--- src/rtl/mcu_pkg.sv ---
// Shared definitions for the multicycle RV32I control unit: opcodes, ALU ops,
// FSM states and datapath source-select encodings.
package mcu_pkg;

    localparam logic [6:0] OP_LOAD   = 7'b0000011;
    localparam logic [6:0] OP_STORE  = 7'b0100011;
    localparam logic [6:0] OP_R      = 7'b0110011;
    localparam logic [6:0] OP_I      = 7'b0010011;
    localparam logic [6:0] OP_BRANCH = 7'b1100011;
    localparam logic [6:0] OP_JAL    = 7'b1101111;
    localparam logic [6:0] OP_JALR   = 7'b1100111;

    localparam logic [6:0] F7_ZERO = 7'b0000000;
    localparam logic [6:0] F7_ALT  = 7'b0100000;

    typedef enum logic [3:0] {
        ALU_ADD  = 4'h0,
        ALU_SUB  = 4'h1,
        ALU_AND  = 4'h2,
        ALU_OR   = 4'h3,
        ALU_XOR  = 4'h4,
        ALU_SLL  = 4'h5,
        ALU_SRL  = 4'h6,
        ALU_SRA  = 4'h7,
        ALU_SLT  = 4'h8,
        ALU_SLTU = 4'h9
    } alu_op_t;

    typedef enum logic [3:0] {
        S_FETCH  = 4'd0,
        S_DECODE = 4'd1,
        S_MEMADR = 4'd2,
        S_MEMRD  = 4'd3,
        S_MEMWB  = 4'd4,
        S_MEMWR  = 4'd5,
        S_EXEC_R = 4'd6,
        S_EXEC_I = 4'd7,
        S_ALUWB  = 4'd8,
        S_BRANCH = 4'd9,
        S_JAL    = 4'd10,
        S_JALR   = 4'd11,
        S_TRAP   = 4'd12
    } state_t;

    typedef enum logic [1:0] {
        CLS_ADD = 2'd0,
        CLS_R   = 2'd1,
        CLS_I   = 2'd2,
        CLS_BR  = 2'd3
    } op_class_t;

    localparam logic [1:0] RES_ALUOUT = 2'd0;
    localparam logic [1:0] RES_MDR    = 2'd1;
    localparam logic [1:0] RES_ALU    = 2'd2;

    localparam logic [1:0] SRCA_PC    = 2'd0;
    localparam logic [1:0] SRCA_OLDPC = 2'd1;
    localparam logic [1:0] SRCA_RS1   = 2'd2;

    localparam logic [1:0] SRCB_RS2   = 2'd0;
    localparam logic [1:0] SRCB_IMM   = 2'd1;
    localparam logic [1:0] SRCB_FOUR  = 2'd2;

endpackage

--- src/rtl/alu_decoder.sv ---
// Combinational ALU-control decoder: maps the operation class and funct fields
// to an ALU op and flags encodings that are not legal RV32I.
module alu_decoder
    import mcu_pkg::*;
#(
    parameter int BRANCH_SET = 1
) (
    input  logic [1:0] op_class,
    input  logic [2:0] funct3,
    input  logic [6:0] funct7,
    output logic [3:0] alu_op,
    output logic       illegal_fn
);

    always_comb begin
        alu_op     = ALU_ADD;
        illegal_fn = 1'b0;
        case (op_class)
            CLS_R, CLS_I: begin
                case (funct3)
                    3'b000: alu_op = (op_class == CLS_R && funct7[5]) ? ALU_SUB : ALU_ADD;
                    3'b111: alu_op = ALU_AND;
                    3'b110: alu_op = ALU_OR;
                    3'b100: alu_op = ALU_XOR;
                    3'b001: alu_op = ALU_SLL;
                    3'b101: alu_op = funct7[5] ? ALU_SRA : ALU_SRL;
                    3'b010: alu_op = ALU_SLT;
                    default: alu_op = ALU_SLTU;
                endcase
                if (op_class == CLS_R) begin
                    illegal_fn = !((funct7 == F7_ZERO) ||
                                   (funct7 == F7_ALT && (funct3 == 3'b000 || funct3 == 3'b101)));
                end else if (funct3 == 3'b001) begin
                    illegal_fn = (funct7 != F7_ZERO);
                end else if (funct3 == 3'b101) begin
                    illegal_fn = !(funct7 == F7_ZERO || funct7 == F7_ALT);
                end
            end
            CLS_BR: begin
                // funct3[2:1] selects the compare family; 01x has no branch encoding.
                case (funct3[2:1])
                    2'b00:   alu_op = ALU_SUB;
                    2'b10:   alu_op = ALU_SLT;
                    2'b11:   alu_op = ALU_SLTU;
                    default: illegal_fn = 1'b1;
                endcase
                if (BRANCH_SET == 0 && funct3[2]) begin
                    illegal_fn = 1'b1;
                end
            end
            default: alu_op = ALU_ADD;
        endcase
    end

endmodule

--- src/rtl/multicycle_control_unit.sv ---
// Moore-style sequencer for the shared-memory multicycle RV32I datapath, with
// memory wait states, branch resolution and an illegal-instruction trap.
module multicycle_control_unit
    import mcu_pkg::*;
#(
    parameter int ALUCTL_W      = 4,
    parameter int MEM_HANDSHAKE = 1,
    parameter int BRANCH_SET    = 1
) (
    input  logic                clk,
    input  logic                rst_n,
    input  logic [6:0]          opcode,
    input  logic [2:0]          funct3,
    input  logic [6:0]          funct7,
    input  logic                zero,
    input  logic                lt,
    input  logic                mem_ready,
    output logic                pc_write,
    output logic                adr_src,
    output logic                mem_read,
    output logic                mem_write,
    output logic                ir_write,
    output logic                reg_write,
    output logic [1:0]          result_src,
    output logic [1:0]          alu_src_a,
    output logic [1:0]          alu_src_b,
    output logic [ALUCTL_W-1:0] alu_control,
    output logic                illegal,
    output logic [3:0]          state_o
);

    state_t    state, state_next;
    logic      jalr_step, jalr_step_next;
    op_class_t op_class;
    logic [3:0] dec_op;
    logic       dec_illegal;
    logic [3:0] alu_sel;
    logic       mem_ok;
    logic       taken;

    assign mem_ok = (MEM_HANDSHAKE != 0) ? mem_ready : 1'b1;

    always_comb begin
        case (state)
            S_EXEC_R: op_class = CLS_R;
            S_EXEC_I: op_class = CLS_I;
            S_BRANCH: op_class = CLS_BR;
            default:  op_class = CLS_ADD;
        endcase
    end

    alu_decoder #(
        .BRANCH_SET(BRANCH_SET)
    ) u_alu_decoder (
        .op_class   (op_class),
        .funct3     (funct3),
        .funct7     (funct7),
        .alu_op     (dec_op),
        .illegal_fn (dec_illegal)
    );

    always_comb begin
        case (funct3)
            3'b000:          taken = zero;
            3'b001:          taken = !zero;
            3'b100, 3'b110:  taken = lt;
            3'b101, 3'b111:  taken = !lt;
            default:         taken = 1'b0;
        endcase
    end

    always_ff @(posedge clk or negedge rst_n) begin
        if (!rst_n) begin
            state     <= S_FETCH;
            jalr_step <= 1'b0;
        end else begin
            state     <= state_next;
            jalr_step <= jalr_step_next;
        end
    end

    // Outputs are forced to their idle values while rst_n is low so an
    // in-flight memory request drops immediately rather than showing FETCH.
    always_comb begin
        state_next     = state;
        jalr_step_next = 1'b0;
        pc_write       = 1'b0;
        adr_src        = 1'b0;
        mem_read       = 1'b0;
        mem_write      = 1'b0;
        ir_write       = 1'b0;
        reg_write      = 1'b0;
        result_src     = RES_ALUOUT;
        alu_src_a      = SRCA_PC;
        alu_src_b      = SRCB_RS2;
        alu_sel        = ALU_ADD;
        illegal        = 1'b0;
        if (rst_n) begin
            case (state)
                S_FETCH: begin
                    mem_read  = 1'b1;
                    alu_src_b = SRCB_FOUR;
                    pc_write  = mem_ok;
                    ir_write  = mem_ok;
                    if (mem_ok) state_next = S_DECODE;
                end
                S_DECODE: begin
                    alu_src_a = SRCA_OLDPC;
                    alu_src_b = SRCB_IMM;
                    case (opcode)
                        OP_LOAD, OP_STORE: state_next = S_MEMADR;
                        OP_R:              state_next = S_EXEC_R;
                        OP_I:              state_next = S_EXEC_I;
                        OP_BRANCH:         state_next = S_BRANCH;
                        OP_JAL:            state_next = S_JAL;
                        OP_JALR:           state_next = S_JALR;
                        default:           state_next = S_TRAP;
                    endcase
                end
                S_MEMADR: begin
                    alu_src_a = SRCA_RS1;
                    alu_src_b = SRCB_IMM;
                    if (funct3 != 3'b010)     state_next = S_TRAP;
                    else if (opcode == OP_LOAD) state_next = S_MEMRD;
                    else                      state_next = S_MEMWR;
                end
                S_MEMRD: begin
                    adr_src  = 1'b1;
                    mem_read = 1'b1;
                    if (mem_ok) state_next = S_MEMWB;
                end
                S_MEMWB: begin
                    result_src = RES_MDR;
                    reg_write  = 1'b1;
                    state_next = S_FETCH;
                end
                S_MEMWR: begin
                    adr_src   = 1'b1;
                    mem_write = 1'b1;
                    if (mem_ok) state_next = S_FETCH;
                end
                S_EXEC_R, S_EXEC_I: begin
                    alu_src_a  = SRCA_RS1;
                    alu_src_b  = (state == S_EXEC_R) ? SRCB_RS2 : SRCB_IMM;
                    alu_sel    = dec_op;
                    state_next = dec_illegal ? S_TRAP : S_ALUWB;
                end
                S_ALUWB: begin
                    reg_write  = 1'b1;
                    state_next = S_FETCH;
                end
                S_BRANCH: begin
                    alu_src_a = SRCA_RS1;
                    alu_src_b = SRCB_RS2;
                    alu_sel   = dec_op;
                    if (dec_illegal) begin
                        state_next = S_TRAP;
                    end else begin
                        pc_write   = taken;
                        state_next = S_FETCH;
                    end
                end
                S_JAL: begin
                    alu_src_a  = SRCA_OLDPC;
                    alu_src_b  = SRCB_FOUR;
                    result_src = RES_ALU;
                    reg_write  = 1'b1;
                    pc_write   = 1'b1;
                    state_next = S_FETCH;
                end
                S_JALR: begin
                    if (!jalr_step) begin
                        alu_src_a = SRCA_RS1;
                        alu_src_b = SRCB_IMM;
                        if (funct3 != 3'b000) state_next = S_TRAP;
                        else                  jalr_step_next = 1'b1;
                    end else begin
                        alu_src_a  = SRCA_OLDPC;
                        alu_src_b  = SRCB_FOUR;
                        result_src = RES_ALU;
                        reg_write  = 1'b1;
                        pc_write   = 1'b1;
                        state_next = S_FETCH;
                    end
                end
                S_TRAP: illegal = 1'b1;
                default: state_next = S_TRAP;
            endcase
        end
    end

    assign alu_control = ALUCTL_W'(alu_sel);
    assign state_o     = state;

endmodule

--- config.mk ---
export PLATFORM = sky130hd
export DESIGN_NAME = multicycle_control_unit
export DESIGN_NICKNAME = d
export VERILOG_FILES = /design/src/rtl/mcu_pkg.sv /design/src/rtl/alu_decoder.sv /design/src/rtl/multicycle_control_unit.sv
export SDC_FILE = /design/constraint.sdc
export NUM_CORES = 1
export LEC_CHECK = 0
export ABC_CLOCK_PERIOD_IN_PS = 3160
export CAP_MARGIN = 20
export CORE_ASPECT_RATIO = 0.75
export CORE_MARGIN = 4
export CORE_UTILIZATION = 43
export CTS_CLUSTER_DIAMETER = 40
export DETAILED_ROUTE_END_ITERATION = 12
export PLACE_DENSITY_LB_ADDON = 0.25
export SYNTH_ARGS = -nofsm -noshare
export SYNTH_HDL_FRONTEND = slang
export SYNTH_SLANG_ARGS = --single-unit
--- constraint.sdc ---
create_clock -name clk -period 3.16 [get_ports clk]
set_input_delay 0.632 -clock clk [delete_from_list [all_inputs] [get_ports clk]]
set_output_delay 0.632 -clock clk [all_outputs]
set_load 0.02 [all_outputs]
==> results of run 1 <==
## final cells by class
cell class | instances | share of cell area (%)
well taps | 34 | 2.53
multi-input cells | 125 | 49.9
inverters | 6 | 1.34
flip-flops and latches | 5 | 7.43
clock buffers | 4 | 1.56
repair buffers | 72 | 37.2
## sequential cells by signal, indices dropped and copies added, names as in the netlist
signal / count
state_o: 4
jalr_step: 1
## power breakdown
group / internal (mW) / switching (mW)
clock network: 0.0477 / 0.0252
registers: 0.0839 / 0.0116
logic: 0.355 / 0.396
total: 0.486 / 0.432
## per-layer routing
layer  GRT usage (%)  wire length (um)
met4            4.83                23
met5               0                 0
met1            25.6              1530
met3            3.52               221
met2            33.6              1640
## cells in the final DEF (no fill, tap or decap), drive strengths merged, types with 2 or more instances in the layout
cell type	n
or2	2
nor2	11
nor4	3
o211ai	4
nor2b	4
nand3b	4
clkbuf	7
nand2	17
o32a	2
a211oi	2
or4	2
nand3	5
clkdlybuf4s50	37
or3	4
and2	3
dfrtp	5
buf	32
o21ai	4
a21oi	11
nor3	4
o311ai	2
o221ai	3
inv	6
ha	7
xor2	2
nand2b	11
xnor2	2
## per-stage QoR
step	setup TNS (ns)	instance area [um^2]	total power, mW	util, %
2_1_floorplan	0	1060	0.550	-
3_3_place_gp	-0.525	1640	0.804	70.6
3_5_place_dp	-0.659	1640	0.829	70.6
4_1_cts	-0.141	1680	0.909	72.0
5_1_grt	-0.0211	1680	0.990	72.4
6_report	0	1680	0.919	72.4
## worst register-to-register path, stage by stage (launching register included)
cell and delay, ns:
dfrtp_1 0.39, nand2b_1 0.19, or2_2 0.33, o21ai_2 0.09
buf_4 0.14, ha_1 0.18, nand2_2 0.08, and3_4 0.15
a221oi_2 0.26, buf_4 0.15, and2_1 0.14, o32a_1 0.17
## kinds of logic after synthesis
| group | synth area share, % |
|---|---|
| AOI/OAI and AO/OA | 25.2 |
| adders and majority gates | 8.28 |
| DFF | 11.8 |
| and+or+nand+nor | 38.8 |
| xor gates and xnor gates | 3.31 |
| muxes | 0.947 |
| buffers and inverters | 11.6 |
## path summary, 6_finish.rpt
kind	from	end	slack, ns	cells after the start
setup / recovery	state_o[1]$_DFFE_PN0P_	pc_write	0.08	11
hold / removal	state_o[3]$_DFFE_PN0P_	state_o[3]$_DFFE_PN0P_	0.75	2
setup reg to reg	state_o[1]$_DFFE_PN0P_	state_o[2]$_DFFE_PN0P_	0.81	11
hold reg to reg	state_o[3]$_DFFE_PN0P_	state_o[3]$_DFFE_PN0P_	0.75	2
max in group asynchronous	rst_n	state_o[2]$_DFFE_PN0P_	2.20	2
min in group asynchronous	rst_n	state_o[1]$_DFFE_PN0P_	0.84	2
## what timing repair did
action / in CTS / in global routing
buffers inserted: 0 / 1
setup endpoints to repair: 5 / 5
pin swaps: 0 / 5
gates resized for setup: 13 / 16
==> flow_summary.json, run 1 <==
{
  "status": "completed",
  "yosys_warnings": 0,
  "clk_pin_slew_worst_paths_ns": 0.04,
  "cts_tree": "yes",
  "critPathArrivalTime_ns": 2.44,
  "worstSetupPathType": "flop to output pin",
  "port_buffers": 42,
  "final_net_count": 242,
  "yosysSeqAreaShare_pct": 11.8,
  "synthFlopType": "dfrtp_1",
  "die_h_um": 50.9,
  "start_util_pct": 45.4,
  "grt_pass1_wl_um": 5240,
  "worstPathRequired_ns": 2.53,
  "place.gp.congestion": 0.960,
  "hold_viol": 0,
  "boundaryPins": 43,
  "fin_crit_ns": 3.08,
  "yosys-top-cells-area": "dfrtp_1 12%, ha_1 8.3%, nand2b_1 6.5%",
  "worstPathCellList": "nand2b_1 -> or2_2 -> o21ai_2 -> buf_4 -> ha_1 -> nand2_2 -> and3_4 -> a221oi_2 -> o311a_1 -> a211oi_2 -> buf_4",
  "drtIter0Drc": 81,
  "clk_path_buf_depth": 2,
  "cts_root_buffer": "clkbuf_4",
  "syn_area_per_cell_um2": 7.24,
  "die_w_um": 65.3,
  "antenna_cells": 0,
  "grt_antenna_before_repair": 0,
  "synth.most_common_cell": "nand2_1",
  "route.detailed.drc": 0,
  "drive_above_1_share_pct": 24.1,
  "peakVddDrop_mv": 0.567,
  "drt-pass1-iter-count": 4,
  "path_buf_inv": 2,
  "wl_per_cell_um": 13.9,
  "worst_pin_slew_ns": 0.461,
  "whs_ns": 0.747,
  "dp_hpwl_um": 2820,
  "coreArea_um2": 2330,
  "netlist_top_cells_count": "17 x nand2_1, 11 x a21oi_1, 11 x nand2b_1, 11 x nor2_1, 7 x ha_1",
  "clock_sinks": 5,
  "rows": 15,
  "yosys.area.top_type_share_pct": 11.8,
  "setup_slack_ns": 0.0838,
  "grt_start_max_net_pins": 15,
  "multi_input_area_um2": 841,
  "ys_seq_elements": 5,
  "startpoint_type": "flop",
  "dp.cells": 241,
  "crit_path_frequent_cell": "buf_4",
  "synth.net_count": 175,
  "maxSlewViolCount": 0,
  "min_period_over_period_pct": 97.3,
  "cts_buffers": 3,
  "cts_hold_buffers": 0,
  "die-area_um2": 3320,
  "vias": 1331,
  "maxSlewHeadroom_pct": 69.0,
  "async_flop_share_pct": 100,
  "critPathMaxFanout": 2,
  "end_kind": "output pin",
  "drv_cap": 0,
  "routed_wl_um": 3420,
  "pre_cts_slack_ns": -0.462,
  "drt-vias-per-instance": 5.41,
  "insertion_delay_ns": 0.24,
  "postRouteAntennaNets": 0,
  "synth.distinct_cells": 49,
  "gr-total-overflow": 0,
  "leakagePower_nw": 0.672,
  "grt_pass1_vias": 1199,
  "fillCellCount": 183,
  "hold_path.class": "flop to flop",
  "critPathMaxStageDelay_ns": 0.39,
  "synth_edf_count": 0,
  "grt_use_total_pct": 19.7,
  "critPathTopFamily": "simple AND/OR/NAND/NOR gates",
  "area_growth_syn_to_layout_pct": 59.3,
  "netlist_area_um2": 1060,
  "seq_area_um2": 125,
  "netlist_instances": 146,
  "yosysTopAreaCell": "dfrtp_1",
  "htreeDepth": 1,
  "setup_viol": 0,
  "p_per_area_nw_per_um2": 545,
  "fmax_mhz": 325,
  "fin_cells": 246,
  "skew_ns": 0.00519,
  "crit_path_top_delay_cell": "dfrtp_1"
}
(Power assumes the default switching activity.)
==> run 2: changes to the inputs <==
--- a/config.mk
+++ b/config.mk
@@ -7,9 +7,11 @@
 export LEC_CHECK = 0
 export ABC_CLOCK_PERIOD_IN_PS = 3160
 export CAP_MARGIN = 20
+export CELL_PAD_IN_SITES_DETAIL_PLACEMENT = 1
+export CELL_PAD_IN_SITES_GLOBAL_PLACEMENT = 1
 export CORE_ASPECT_RATIO = 0.75
 export CORE_MARGIN = 4
-export CORE_UTILIZATION = 43
+export CORE_UTILIZATION = 30
 export CTS_CLUSTER_DIAMETER = 40
 export DETAILED_ROUTE_END_ITERATION = 12
 export PLACE_DENSITY_LB_ADDON = 0.25
==> flow_summary.json, run 2 (synthesis results as in run 1) <==
{
  "die_h_um": 59.4,
  "hold_path.class": "input port to async pin",
  "grt_antenna_before_repair": 0,
  "largest_reg_flops": 4,
  "drtIter0Drc": 36,
  "peakVddDrop_mv": 0.322,
  "grt_pass1_wl_um": 7420,
  "worstReg2RegStart": "state_o[2]$_DFFE_PN0P_",
  "maxSlewHeadroom_pct": 66.6,
  "final_cell_mix": "35 x clkdlybuf4s50_1, 34 x buf_4, 16 x nand2_1",
  "fin_area_um2": 1750,
  "setup_viol": 0,
  "dp_hpwl_um": 3530,
  "final_util_pct": 52.5,
  "clk_pin_slew_worst_paths_ns": 0.04,
  "r2r_end": "state_o[3]$_DFFE_PN0P_",
  "min_period_over_period_pct": 99.4,
  "end_kind": "output pin",
  "maxSlewViolCount": 0,
  "cts_tree": "yes",
  "routed_wl_um": 4520,
  "leakagePower_nw": 0.696,
  "p_per_area_nw_per_um2": 572,
  "antenna_cells": 0,
  "boundaryPins": 43,
  "worstSetupPathType": "flop to output pin",
  "vias": 1383,
  "coreArea_um2": 3330,
  "worst_pin_slew_ns": 0.498,
  "route.detailed.drc": 0,
  "gr-total-overflow": 0,
  "status": "completed",
  "grt_util_met2_pct": 36.9,
  "port_buffers": 42,
  "power_mw": 1.00,
  "critPathMaxFanout": 10,
  "die-area_um2": 4550,
  "cts_root_buffer": "clkbuf_8",
  "use_met3_pct": 3.80,
  "top_usage_layer": "met2",
  "place.gp.congestion": 0.777,
  "start_util_pct": 31.7,
  "rows": 18,
  "clock_sinks": 5,
  "grt_use_total_pct": 20.3,
  "insertion_delay_ns": 0.23,
  "fillCellCount": 425,
  "dpl_cell_area_um2": 1680,
  "skew_ns": 0.00153,
  "reg2regPathDepth": 12,
  "whs_ns": 0.656,
  "final_net_count": 245,
  "drt-pass1-iter-count": 4,
  "area_growth_syn_to_layout_pct": 65.4,
  "grt_pass1_vias": 1544,
  "fmax_mhz": 318,
  "final_common_cell": "clkdlybuf4s50_1",
  "htreeDepth": 1,
  "cts_buffers": 3,
  "r2r_setup_slack_ns": 0.93,
  "hold_viol": 0,
  "met1_usage_pct": 24.7,
  "die_w_um": 76.6,
  "cts_setup_buffers": 0,
  "grt_start_max_net_pins": 17,
  "wl_per_cell_um": 17.7,
  "drive_above_1_share_pct": 24.7,
  "grt_setup_unrepaired": "yes",
  "fin_crit_ns": 3.14,
  "drv_cap": 0,
  "worstPathRequired_ns": 2.53,
  "critPathArrivalTime_ns": 2.51,
  "postRouteAntennaNets": 0,
  "drt-vias-per-instance": 5.42,
  "startpoint_type": "flop",
  "clk_path_buf_depth": 2
}
[run 2: report_power, final]
group          total (mW)  switching (mW)  internal [mW]
Sequential          0.100          0.0162         0.0840
Combinational       0.777           0.414          0.363
Clock               0.124          0.0371         0.0871
[run 2: critical path, cell delays in order, from the launching register on]
cell and delay [ns]:
dfrtp_1 0.36, buf_4 0.18, nand3b_1 0.14, o21ai_1 0.09, nand2_1 0.11, buf_4 0.12
inv_1 0.03, ha_1 0.19, nand2_2 0.08, and3_4 0.19, a221oi_4 0.07, o311a_1 0.32
a211oi_2 0.21, buf_4 0.17
[run 2: routing by layer]
metal / up-vias / part of all wire [%]
met2: 48 / 46
met3: 11 / 4.7
met1: 651 / 47
met5: - / 0
li1: 673 / -
met4: 0 / 2.4
[run 2: worst max-delay path by stage]
stage,start,endpoint,depth (start not counted),slack [ns]
after floorplan,state_o[2]$_DFFE_PN0P_,pc_write,9,0.07
after global placement,funct3[2],pc_write,9,-0.46
after detailed placement,funct3[2],pc_write,9,-0.60
after CTS,state_o[2]$_DFFE_PN0P_,pc_write,13,-0.002
after global routing,state_o[2]$_DFFE_PN0P_,pc_write,10,-0.12
final,state_o[1]$_DFFE_PN0P_,pc_write,13,0.02
[run 2: what timing repair did]
action	in CTS	in global routing
cloned	0	0
setup endpoints to repair	5	4
pin swaps	2	2
resized for setup	16	15
hold buffers	0	0
[run 2: final cells by class]
type	instances	area [um^2]	area share, %
multi-input cells	125	860	49.1
repair buffers	75	647	37.0
flip-flops and latches	5	125	7.15
well taps	40	50.0	2.86
clock buffers	4	45.0	2.58
inverters	6	22.5	1.29
[run 2: metrics by stage]
stage	setup slack, ns	std cells	TNS, ns
3_5_place_dp	-0.603	251	-0.874
5_1_grt	-0.115	255	-0.201
2_1_floorplan	0.0735	146	0
4_1_cts	-0.00183	255	-0.00183
6_report	0.0177	255	0
3_3_place_gp	-0.460	251	-0.485
